[src/rtl/cla_nibble_sequencer.sv]
// Multi-cycle WIDTH-bit adder: one shared 4-bit carry-lookahead slice walks the
// operands LSB nibble first, with valid/ready handshakes on request and result.

module carry_lookahead_adder (
    input  logic [3:0] a,
    input  logic [3:0] b,
    input  logic       cin,
    output logic [3:0] s,
    output logic       cout
);
    logic [3:0] p;
    logic [3:0] g;
    logic [4:0] c;

    assign p = a ^ b;
    assign g = a & b;

    // Every carry is expanded from generate/propagate terms, so no carry ripples inside the slice.
    assign c[0] = cin;
    assign c[1] = g[0] | (p[0] & cin);
    assign c[2] = g[1] | (p[1] & g[0]) | (p[1] & p[0] & cin);
    assign c[3] = g[2] | (p[2] & g[1]) | (p[2] & p[1] & g[0]) | (p[2] & p[1] & p[0] & cin);
    assign c[4] = g[3] | (p[3] & g[2]) | (p[3] & p[2] & g[1]) | (p[3] & p[2] & p[1] & g[0])
                | (p[3] & p[2] & p[1] & p[0] & cin);

    assign s    = p ^ c[3:0];
    assign cout = c[4];
endmodule

module cla_nibble_sequencer #(
    parameter int WIDTH = 16
) (
    input  logic             clk,
    input  logic             rst,
    input  logic             in_valid,
    output logic             in_ready,
    input  logic [WIDTH-1:0] a,
    input  logic [WIDTH-1:0] b,
    input  logic             cin,
    output logic             out_valid,
    input  logic             out_ready,
    output logic [WIDTH-1:0] sum,
    output logic             cout,
    output logic             ovf
);
    localparam int NIB   = WIDTH / 4;
    localparam int CNT_W = (NIB > 1) ? $clog2(NIB) : 1;
    localparam logic [CNT_W-1:0] LAST_STEP = CNT_W'(NIB - 1);

    typedef enum logic [1:0] {IDLE, RUN, DONE} state_t;

    state_t           state_q;
    logic [WIDTH-1:0] a_sh_q;
    logic [WIDTH-1:0] b_sh_q;
    logic [WIDTH-1:0] sum_sh_q;
    logic [WIDTH-1:0] sum_sh_d;
    logic [CNT_W-1:0] cnt_q;
    logic             carry_q;
    logic             a_msb_q;
    logic             b_msb_q;

    logic [3:0]       slice_s;
    logic             slice_cout;

    carry_lookahead_adder u_slice (
        .a    (a_sh_q[3:0]),
        .b    (b_sh_q[3:0]),
        .cin  (carry_q),
        .s    (slice_s),
        .cout (slice_cout)
    );

    // New nibble enters at the top; after NIB steps the first nibble sits at bit 0.
    assign sum_sh_d = (sum_sh_q >> 4) | (WIDTH'(slice_s) << (WIDTH - 4));

    always_ff @(posedge clk) begin
        // NOTE: sequential state uses non-blocking assignments only, so every register
        // samples pre-edge values regardless of statement order.
        if (rst) begin
            state_q  <= IDLE;
            a_sh_q   <= '0;
            b_sh_q   <= '0;
            sum_sh_q <= '0;
            cnt_q    <= '0;
            carry_q  <= 1'b0;
            a_msb_q  <= 1'b0;
            b_msb_q  <= 1'b0;
        end else begin
            unique case (state_q)
                IDLE: begin
                    if (in_valid) begin
                        a_sh_q  <= a;
                        b_sh_q  <= b;
                        carry_q <= cin;
                        cnt_q   <= '0;
                        a_msb_q <= a[WIDTH-1];
                        b_msb_q <= b[WIDTH-1];
                        state_q <= RUN;
                    end
                end
                RUN: begin
                    a_sh_q   <= a_sh_q >> 4;
                    b_sh_q   <= b_sh_q >> 4;
                    sum_sh_q <= sum_sh_d;
                    carry_q  <= slice_cout;
                    cnt_q    <= cnt_q + CNT_W'(1);
                    if (cnt_q == LAST_STEP) begin
                        state_q <= DONE;
                    end
                end
                DONE: begin
                    if (out_ready) begin
                        state_q <= IDLE;
                    end
                end
                default: state_q <= IDLE;
            endcase
        end
    end

    assign in_ready  = (state_q == IDLE) && !rst;
    assign out_valid = (state_q == DONE);
    assign sum       = sum_sh_q;
    assign cout      = carry_q;
    assign ovf       = (a_msb_q == b_msb_q) && (sum_sh_q[WIDTH-1] != a_msb_q);
endmodule

[config.mk]
export PLATFORM = sky130hd
export DESIGN_NAME = cla_nibble_sequencer
export DESIGN_NICKNAME = d
export VERILOG_FILES = /design/src/rtl/cla_nibble_sequencer.sv
export SDC_FILE = /design/constraint.sdc
export NUM_CORES = 1
export LEC_CHECK = 0
export ABC_AREA = 1
export CORE_MARGIN = 5
export CORE_UTILIZATION = 40
export DETAILED_ROUTE_END_ITERATION = 8
export PLACE_DENSITY = 0.66
export SKIP_LAST_GASP = 1
export SLEW_MARGIN = 20
export SYNTH_ARGS = -nofsm -noshare
export SYNTH_HDL_FRONTEND = slang
export SYNTH_SLANG_ARGS = --single-unit
export TNS_END_PERCENT = 50
[constraint.sdc]
create_clock -name clk -period 2.25 [get_ports clk]
set_input_delay 0.45 -clock clk [delete_from_list [all_inputs] [get_ports clk]]
set_output_delay 0.45 -clock clk [all_outputs]
set_load 0.01 [all_outputs]
==> impl_metrics.yaml <==
status:
  status: "complete, no violations"
setup_path:
  r2r_end: "cout$_SDFFE_PP0P_"
  reg2reg_slack_ns: 0.88
  critPathLaunchType: "register"
  r2r-start: "a_sh_q[1]$_SDFFE_PP0P_"
  required_ns: 1.80
  arrival_ns: 1.61
  critPathKind: "reg2out"
  r2r_cells: 6
  cp_max_fo: 3
  critPathCaptureType: "output pin"
yosys:
  synth_top_area_frac: 0.454
  netlist_area_um2: 2420
  async_flop_share: 0
  synth_flop_cell: "dfxtp_1"
  synth_warnings: 0
  synth_top_cell_by_area: "dfxtp_1"
  yosysMostFrequentCell: "nand2_1"
  syn_inst: 338
  seq_area_frac_synth: 0.454
  synth.distinct_cells: 24
  syn-num-nets: 381
  synth-seq-cells: 55
  yosys-top-cells-area: "dfxtp_1, nand2_1, o21ai_0"
  avgSynthCellArea_um2: 7.17
  synth_edf_count: 0
  ys_top_cells_by_count: "nand2_1, dfxtp_1, nor2_1, o21ai_0, a21oi_1"
sta:
  fin_skew_ns: 0.00899
  worst_pin_slew_ns: 0.406
  setup_tns_ns: 0
  layout_min_cycle_time_ns: 2.06
  fmax_mhz: 484
  post-route-period-util: 0.918
  hold_violations: 0
  setup_violations: 0
  slew_headroom: 0.729
  slew_violations: 0
  rsz0062_at_grt: "false"
drt:
  vias: 2219
  postRouteAntennaNets: 0
  drt_iter0_drc: 102
  drt_wl_total_mm: 5.26
  drc: 0
  via_per_inst: 4.78
  detail_route.wl_per_cell_um: 11.3
  firstDrtPassIters: 4
placement:
  post-dp-hpwl_mm: 3.69
  io_buffers: 56
  gp_congestion: 0.823
clock_network:
  cts_tree: "built"
  clk_pin_slew_ns: 0.09
  cts_buffers: 5
  postCtsSetupRepairBufs: 0
  htreeDepth: 2
  cts_resized: 0
  cts_root_buf: "clkbuf_8"
  cts_buffer_depth: 2
  clock_sinks: 55
  hold_buffers: 0
  clock_latency_ns: 0.31
pwr:
  leakagePower_nw: 1.37
  finalPower_mw: 2.35
  power_density_nw_per_um2: 743
  peakVddDrop_v: 0.000490
floorplan:
  row_count: 28
  core_um2: 5920
  start_util: 0.409
  die-height_um: 87.8
  die_w_um: 87.8
  io_pins: 57
  die-area_um2: 7720
global_routing:
  grtUsageTotal: 0.150
  grt_first_pass_wirelength_mm: 9.20
  grt_overflow: 0
  grt_max_degree: 46
  antenna_found_initial: 0
  grt_pass1_vias: 2109
finish:
  drive_gt1_frac: 0.0514
  area_growth_pct: 30.2
  antenna_cells: 0
  nNetsFinal: 431
hold_path:
  hold_path.startpoint: "b_sh_q[10]$_SDFFE_PP0P_"
  worstHoldPathCells: 2
  holdPathEnd: "b_sh_q[10]$_SDFFE_PP0P_"
  worstHoldPathType: "reg2reg"
run:
  max_cap_violations: 0
-- worst max-delay path: stages (launching register included) --
cell             delay (ns)
dfxtp_1                0.35
inv_1                  0.10
nor2_1                 0.12
nor2_1                 0.05
a21oi_1                0.13
clkdlybuf4s50_1        0.56
-- metal layers --
layer	vias to the layer above	GRT usage	share of wire
met5	-	0	0
met4	0	0.0600	0.017
met3	8	0.0376	0.066
met2	54	0.246	0.45
met1	976	0.189	0.47
li1	1181	-	-
-- worst max path at each step --
stage | startpoint | to
floorplan | rst | in_ready
global placement | rst | in_ready
detailed placement | rst | in_ready
CTS | sum[15]$_SDFFE_PP0N_ | ovf
global route | sum[15]$_SDFFE_PP0N_ | ovf
finish | sum[15]$_SDFFE_PP0N_ | ovf
-- sequential cells by signal (all words and copies together) (netlist names) --
| name | flops |
|---|---|
| b_msb_q | 1 |
| a_sh_q | 16 |
| b_sh_q | 16 |
| cnt_q | 2 |
| state_q | 2 |
| cout | 1 |
| sum | 16 |
| a_msb_q | 1 |
-- layout make-up --
class	instances	area (um^2)
sequential	55	1100
inverter	22	85.1
clock inverter	2	60.1
multi-input combinational	243	1140
timing repair buffer	61	598
clock buffer	6	72.6
fill	619	2770
tap	75	93.8
-- cells in the final DEF, fill, tap and decap left out, drive strengths merged --
cell type	count
inv	22
clkbuf	6
a21oi	29
clkdlybuf4s50	56
nand4	1
ha	5
o211a	6
nand2	90
buf	5
bufinv	2
or2	2
o21a	1
o21ai	43
fa	1
xor2	1
dfxtp	55
nand3	9
nor2	53
nand3b	2
-- cells by family (layout without fill, tap and decap cells) --
group                    Yosys count  in the layout  synth area share
AND/OR/NAND/NOR                  157            157             0.258
AO/OA/AOI/OAI                     79             79             0.177
flip-flops                        55             55             0.454
buffers and inverters             40             91            0.0733
adder cells (fa/ha/maj)            6              6            0.0341
XOR/XNOR                           1              1           0.00361
-- metrics by stage --
step / setup slack, ns / util / hold WS (ns) / cell area [um^2] / std cells
floorplan: 0.977 / - / 0.424 / 2420 / 338
global placement: 0.288 / 0.511 / 0.433 / 3020 / 456
detailed placement: 0.292 / 0.511 / 0.439 / 3020 / 456
CTS: 0.183 / 0.533 / 0.452 / 3160 / 464
global route: 0.0455 / 0.533 / 0.474 / 3160 / 464
finish: 0.185 / 0.533 / 0.449 / 3160 / 464
-- where the power goes --
part           internal (mW)  switching (mW)
Clock                  0.445           0.311
Sequential              1.06          0.0471
Combinational          0.228           0.251
Total                   1.74           0.609
Power figures use the tool's default switching activity.
